[src/rtl/la_capture_sequencer.sv]
// Capture sequencer for a logic analyser: fills a circular sample memory with a
// programmable number of pre-trigger samples, waits for the trigger, then fills
// the rest of the memory and stops.
module la_capture_sequencer #(
    parameter int unsigned SAMPLE_DEPTH = 4096,
    parameter int unsigned ADDR_WIDTH   = $clog2(SAMPLE_DEPTH)
) (
    input  logic                  clk,
    input  logic                  rst,
    input  logic [15:0]           request_start,
    input  logic [15:0]           request_stop,
    input  logic [15:0]           trigger_loc,
    input  logic                  trigger,
    output logic [15:0]           state,
    output logic [ADDR_WIDTH-1:0] read_pointer,
    output logic [ADDR_WIDTH-1:0] write_pointer,
    output logic                  bram_we,
    output logic [ADDR_WIDTH-1:0] bram_addr
);

    typedef enum logic [2:0] {
        StIdle      = 3'd0,
        StMove      = 3'd1,
        StInPos     = 3'd2,
        StCapturing = 3'd3,
        StCaptured  = 3'd4
    } state_e;

    localparam logic [ADDR_WIDTH-1:0] One    = ADDR_WIDTH'(1);
    localparam logic [ADDR_WIDTH-1:0] MaxLoc = ADDR_WIDTH'(SAMPLE_DEPTH - 1);

    state_e                state_q;
    logic [ADDR_WIDTH-1:0] rp_q;
    logic [ADDR_WIDTH-1:0] wp_q;
    logic [ADDR_WIDTH-1:0] loc_q;
    logic                  start_prev_q;
    logic                  stop_prev_q;
    // Suppress edges from a request bit that was already high when reset released.
    logic                  start_blk_q;
    logic                  stop_blk_q;

    logic                  start_edge;
    logic                  stop_edge;
    logic [ADDR_WIDTH-1:0] loc_eff;
    logic [ADDR_WIDTH-1:0] wp_inc;
    logic [31:0]           loc_wide;
    logic                  unused_bits;

    assign unused_bits = ^{request_start[15:1], request_stop[15:1]};

    // Request edge detection and clamped trigger location.
    always_comb begin
        start_edge = request_start[0] & ~start_prev_q & ~start_blk_q;
        stop_edge  = request_stop[0] & ~stop_prev_q & ~stop_blk_q;
        loc_wide   = {16'd0, trigger_loc};
        if (loc_wide >= 32'(SAMPLE_DEPTH - 1)) begin
            loc_eff = MaxLoc;
        end else begin
            loc_eff = loc_wide[ADDR_WIDTH-1:0];
        end
        wp_inc = wp_q + One;
    end

    // Write enable: any filling state, except on the cycle a stop edge aborts.
    always_comb begin
        bram_we = 1'b0;
        if ((state_q == StMove) || (state_q == StInPos) || (state_q == StCapturing)) begin
            bram_we = ~stop_edge;
        end
    end

    // Sequencer FSM with pointer and request-history registers.
    always_ff @(posedge clk) begin
        if (rst) begin
            state_q      <= StIdle;
            rp_q         <= '0;
            wp_q         <= '0;
            loc_q        <= '0;
            start_prev_q <= 1'b0;
            stop_prev_q  <= 1'b0;
            start_blk_q  <= 1'b1;
            stop_blk_q   <= 1'b1;
        end else begin
            start_prev_q <= request_start[0];
            stop_prev_q  <= request_stop[0];
            if (!request_start[0]) begin
                start_blk_q <= 1'b0;
            end
            if (!request_stop[0]) begin
                stop_blk_q <= 1'b0;
            end
            if (stop_edge) begin
                state_q <= StIdle;
                rp_q    <= '0;
                wp_q    <= '0;
            end else begin
                unique case (state_q)
                    StIdle, StCaptured: begin
                        if (start_edge) begin
                            rp_q    <= '0;
                            wp_q    <= '0;
                            loc_q   <= loc_eff;
                            state_q <= (loc_eff != '0) ? StMove : StInPos;
                        end
                    end
                    StMove: begin
                        wp_q <= wp_inc;
                        if (wp_q == loc_q - One) begin
                            state_q <= StInPos;
                        end
                    end
                    StInPos: begin
                        wp_q <= wp_inc;
                        if (!trigger) begin
                            // Slide the pre-trigger window along with the writes.
                            rp_q <= rp_q + One;
                        end else if (wp_inc == rp_q) begin
                            state_q <= StCaptured;
                        end else begin
                            state_q <= StCapturing;
                        end
                    end
                    StCapturing: begin
                        wp_q <= wp_inc;
                        if (wp_q == rp_q - One) begin
                            state_q <= StCaptured;
                        end
                    end
                    default: state_q <= StIdle;
                endcase
            end
        end
    end

    assign state         = {13'd0, state_q};
    assign read_pointer  = rp_q;
    assign write_pointer = wp_q;
    assign bram_addr     = wp_q;

endmodule

[config.mk]
export PLATFORM = sky130hd
export DESIGN_NAME = la_capture_sequencer
export DESIGN_NICKNAME = d
export VERILOG_FILES = /design/src/rtl/la_capture_sequencer.sv
export SDC_FILE = /design/constraint.sdc
export NUM_CORES = 1
export LEC_CHECK = 0
export CELL_PAD_IN_SITES_DETAIL_PLACEMENT = 2
export CELL_PAD_IN_SITES_GLOBAL_PLACEMENT = 2
export CORE_MARGIN = 2
export CORE_UTILIZATION = 23
export DETAILED_ROUTE_END_ITERATION = 10
export PLACE_DENSITY_LB_ADDON = 0.2
export SLEW_MARGIN = 20
export SYNTH_ARGS = -nofsm -noshare
export SYNTH_HDL_FRONTEND = slang
export SYNTH_SLANG_ARGS = --single-unit
[constraint.sdc]
create_clock -name clk -period 2.2 [get_ports clk]
set_clock_uncertainty 0.05 [all_clocks]
set_input_delay 0.33 -clock clk [delete_from_list [all_inputs] [get_ports clk]]
set_output_delay 0.33 -clock clk [all_outputs]
set_load 0.02 [all_outputs]
======== Word-level counts from Yosys, hierarchy flattened ========
Index checks and enable logic that the tools add are counted.
word-level totals
  register bits after elaboration ......... 43
  latch bits .............................. 0
  bits in writable memories ............... 0
  bits in read-only memories .............. 0
  input port bits ......................... 51
  output and inout bits ................... 53
  memories kept ........................... 0
cells by class
  add/subtract/negate cells ............... 4
  $mul .................................... 0
  div/mod/pow operators ................... 0
  magnitude comparators ................... 1
  equal/unequal tests ..................... 12
  shifts and indexed selects .............. 0
  mux-type cells .......................... 13
  bitwise operators ....................... 9
  reductions and logical operators ........ 13
operators with widths
  kind                     count
  $pmux W12 S2             2
  $eq A12 B12 Y1           3
  $mux W12                 3
  $add A12 B1 Y12 const B  2
  $sub A12 B1 Y12 const B  2
  $ge A16 B12 Y1 const B   1
  $mux W3                  5
  $pmux W3 S4              1
  $reduce_bool A12 Y1      1
  $eq A3 B2 Y1 const B     2
  $ne A2 B2 Y1 const B     3
  $reduce_and A3 Y1        2
  $not A1 Y1               5
  $and A1 B1 Y1            4
  $ne A2 B1 Y1 const B     2
  $reduce_and A4 Y1        1
  $reduce_bool A2 Y1       2
  $reduce_or A2 Y1         2
  $eq A3 B1 Y1 const B     1
  $eq A3 B3 Y1 const B     1
  $logic_not A3 Y1         1
  $reduce_or A3 Y1         1
  $logic_or A1 B1 Y1       2
  $mux W2                  1
  2 further kinds          2

======== Depth between registers and ports, before layout ========
  word-level depth ........................ 6
  depth in mapped cells ................... 9
  depth with buffers taken out ............ 9

======== Worst setup path after synthesis ========
No wires, ideal clock.
  kind .................................... reg-to-reg
  from .................................... reg rp_q[0] (netlist: read_pointer[0])
  to ...................................... reg state_q[1]
  arrival time ............................ 2.200 ns
  path slack .............................. -0.122 ns
  stages on the path, launching flop included .. 10
  buffers on the path ..................... 0
  cell sequence ........................... dfxtp_1 > inv_1 > ha_1 > or3b_1 > o21ai_0 > nor4bb_1 > o2111ai_1 > nand4b_1 > a21oi_2 > mux2i_1
between the ends
  longest elaborated chain between the ends .. 4
RTL lines
  element                                                                   RTL line  text
  start: declaration                                                        33        logic [ADDR_WIDTH-1:0] rp_q;
  start signal: assignment                                                  116       rp_q <= rp_q + One;
  $sub A12 B1 Y12 / $eq A12 B12 Y1 (equally long branches)                  125, 117
  $eq A12 B12 Y1 / $mux W3 (equally long branches)                          125, 117
  $ne A2 B1 Y1 (no source line) / $mux W3 (equally long branches)           -
  $reduce_and A4 Y1 (no source line) / $pmux W3 S4 (equally long branches)  -
  end signal: assignment                                                    120       state_q <= StCapturing;
  end signal: assignment                                                    126       state_q <= StCaptured;
  end signal: assignment                                                    129       default: state_q <= StIdle;
  end: declaration                                                          32        state_e state_q;
Parallel ways exist; a longest one is shown, timed or not. The select of a mux whose other input is x is not followed.
A chain may end at the register's enable or synchronous reset.

======== Worst setup path after layout ========
  from .................................... reg rp_q[1] (netlist: read_pointer[1])
  to ...................................... reg state_q[1]
The elaborated chain is that of the path after synthesis.

==> metrics.yaml <==
status: "finished, violations left"
violations: "setup timing"
fin_nets: 606
dp_hpwl_um: 9870
gp_congestion: 0.764
worstPathCellList: "inv_2, ha_4, xor2_2, nand3_2, nor4bb_2, o2111ai_1, nand4b_1, a21oi_2, mux2i_1"
timing.rr.start: "read_pointer[1]$_SDFFE_PP0P_"
clockRootBuffer: "clkbuf_16"
async_flop_share_pct: 0
cap_violations: 0
worstReg2RegEnd: "state_q[1]$_SDFFE_PP0P_"
antenna_found_initial: 0
rows: 43
busiest_layer: "met2"
worst-r2r-cell-count: 9
ys_types: 64
synth_area_um2: 3230
max_freq_mhz: 429
initialDrtViolationCount: 57
start_kind: "flip-flop"
setup_viol_count_final: 3
dp_slack_ps: -209
p_leak_nw: 1.88
grtUsageMet1_pct: 18.5
yosysSeqAreaShare_pct: 26.7
fillers: 1593
drive_above_1_share_pct: 30.1
multi_input_area_um2: 2300
critical_path_class: "reg -> reg"
routedWlPerCell_um: 17.4
hold_path_end: "stop_blk_q$_SDFFE_PP1N_"
grt_max_degree: 17
period_share_pct: 106
portBuffers: 60
io_pins: 104
htreeDepth: 2
die_area_um2: 15000
synthCells: 427
place_inst: 712
critPathCaptureType: "flip-flop"
clk_latency_ps: 300
maxSlewViolCount: 0
setup_ws_ps: -131
worst_hold_slack_ps: 410
grt_pass1_vias: 3823
p_per_area_nw_per_um2: 436
reg2reg_slack_ps: -130
arrival_ps: 2510
detail-route-antenna-nets: 0
cts_tree: "done"
cp_slowest_cell: "dfxtp_2"
cp.required_ps: 2380
synth_edf_count: 0
clk_path_buf_depth: 2
stdcell_area_um2: 4960
peakVddDrop_v: 0.000274
grt_setup_unrepaired: "true"
crit_path_max_incr_delay_ps: 360
fp.coreArea_um2: 13800
power_mw: 2.16
grt_pass1_wl_um: 19700
antenna_cells: 0
start_util_pct: 23.4
fin_crit_ps: 2330
worstHoldStart: "stop_blk_q$_SDFFE_PP1N_"
grtUsageTotal_pct: 17.3
vias_per_cell: 4.81
regArea_um2: 877
ys_warn_count: 0
grt_overflow_total: 0
place_area_um2: 4460
drt_pass1_iterations: 4
drc_errors: 0
die_w_um: 122
crit_fanout: 3
hold_viol: 0
use_met3_pct: 3.53
syn_avg_cell_area_um2: 7.55
cts_inserted_buffers: 5
drt-total-wl_um: 12700
grtUsageMet2_pct: 33.0
die_h_um: 122
ys.flop_type: "dfxtp_1"
clkSinkCount: 43
ys_ff_latch: 43
path_clk_slew_ps: 60
min_path_type: "reg -> reg"
finalNonFillerCells: 732
vias: 3518
hold_path_depth: 1
synthToLayoutAreaGrowth_pct: 53.8
## how the worst max path moves through the flow
| stage | startpoint | endpoint | slack, ps | cells past startpoint |
|---|---|---|---|---|
| 2_1_floorplan | read_pointer[0]$_SDFFE_PP0P_ | state_q[1]$_SDFFE_PP0P_ | -6 | 9 |
| 3_3_place_gp | request_start[0] | read_pointer[11]$_SDFFE_PP0P_ | -170 | 9 |
| 3_5_place_dp | bram_addr[1]$_SDFFE_PP0P_ | state_q[1]$_SDFFE_PP0P_ | -210 | 10 |
| 4_1_cts | loc_q[8]$_SDFFE_PP0P_ | state_q[1]$_SDFFE_PP0P_ | -80 | 7 |
| 5_1_grt | read_pointer[3]$_SDFFE_PP0P_ | state_q[1]$_SDFFE_PP0P_ | -280 | 9 |
| 6_report | read_pointer[1]$_SDFFE_PP0P_ | state_q[1]$_SDFFE_PP0P_ | -130 | 9 |
## cell families after synthesis
family	Yosys count	share of synthesized area [%]
flops	43	26.7
simple gates	199	32.3
other cells	1	0.116
mux	5	1.63
fa+ha+maj	4	1.55
compound gates	76	16.6
buf+inv	59	10.3
xor+xnor	40	10.9
## flip-flops by register name (all words and copies together), names as in the netlist
| register | cells |
|---|---|
| bram_addr | 12 |
| loc_q | 12 |
| read_pointer | 12 |
| start_blk_q | 1 |
| start_prev_q | 1 |
| state_q | 3 |
| stop_blk_q | 1 |
| stop_prev_q | 1 |
## power breakdown
group	internal (mW)	total (mW)	switching (mW)
clock	0.565	0.907	0.341
combinational	0.194	0.434	0.239
sequential	0.800	0.820	0.0197
total	1.56	2.16	0.601
## layout by cell type (no fill, tap or decap), drive strengths merged, types with 3 or more instances in the layout
cell / n
a211oi: 3
a21oi: 16
a31oi: 6
and3: 3
buf: 96
clkbuf: 6
clkdlybuf4s50: 59
conb: 13
dfxtp: 43
ha: 4
inv: 8
mux2i: 3
nand2: 25
nand2b: 4
nand3: 20
nand4: 9
nor2: 63
nor2b: 7
nor3: 23
nor3b: 6
nor4: 12
o211ai: 4
o21a: 3
o21ai: 18
o311ai: 3
o31ai: 6
or2: 4
or3: 6
or3b: 3
or4: 4
xnor2: 26
xor2: 14
## routing by layer
metal	vias to the layer above	wire length [um]
met1	1707	5170
met2	60	6830
met5	-	0
li1	1730	-
met4	0	328
met3	21	378
## metrics by stage
step	util [%]	setup TNS, ps
2_1_floorplan	-	-5.95
3_3_place_gp	32.4	-1780
3_5_place_dp	32.4	-1820
4_1_cts	35.0	-175
5_1_grt	36.0	-668
6_report	36.0	-241
## cell usage after synthesis (7+ instances only)
cell type / number / share of area (%)
nor2_1: 63 / 7.3
dfxtp_1: 43 / 27
xnor2_1: 26 / 7.1
buf_4: 25 / 5.8
nand2_1: 25 / 2.9
nor3_1: 22 / 3.4
nand3_1: 20 / 3.1
o21ai_0: 18 / 2.8
clkbuf_1: 16 / 1.9
a21oi_1: 15 / 2.3
xor2_1: 14 / 3.8
nor4_1: 11 / 2.1
nand4_1: 9 / 1.7
inv_1: 8 / 0.93
buf_2: 7 / 1.1
nor2b_1: 7 / 1.4
## timing repair
item	in CTS	in global routing
endpoints found under the hold margin	0	0
hold buffers	0	0
gates resized for setup	32	19
cloned	0	0
endpoints found under the setup margin	4	5
pin swaps	19	8
setup buffers	7	6
## critical path, delay by kind of cell (launching register included)
family | cells | cell delay [ps]
adders and majority gates | 1 | 280
AOI/OAI and AO/OA | 2 | 400
DFF | 1 | 360
buffers and inverters | 1 | 60
muxes | 1 | 190
and+or+nand+nor | 3 | 720
xor gates and xnor gates | 1 | 180
## final cells by class
class / count / area share, %
Timing Repair Buffer: 156 / 27.3
Clock inverter: 2 / 0.706
Multi-Input combinational cell: 337 / 46.3
Inverter: 8 / 0.605
Tap cell: 180 / 4.54
Clock buffer: 6 / 2.80
Sequential cell: 43 / 17.7
Note: power is estimated with default switching activity, not from simulation.
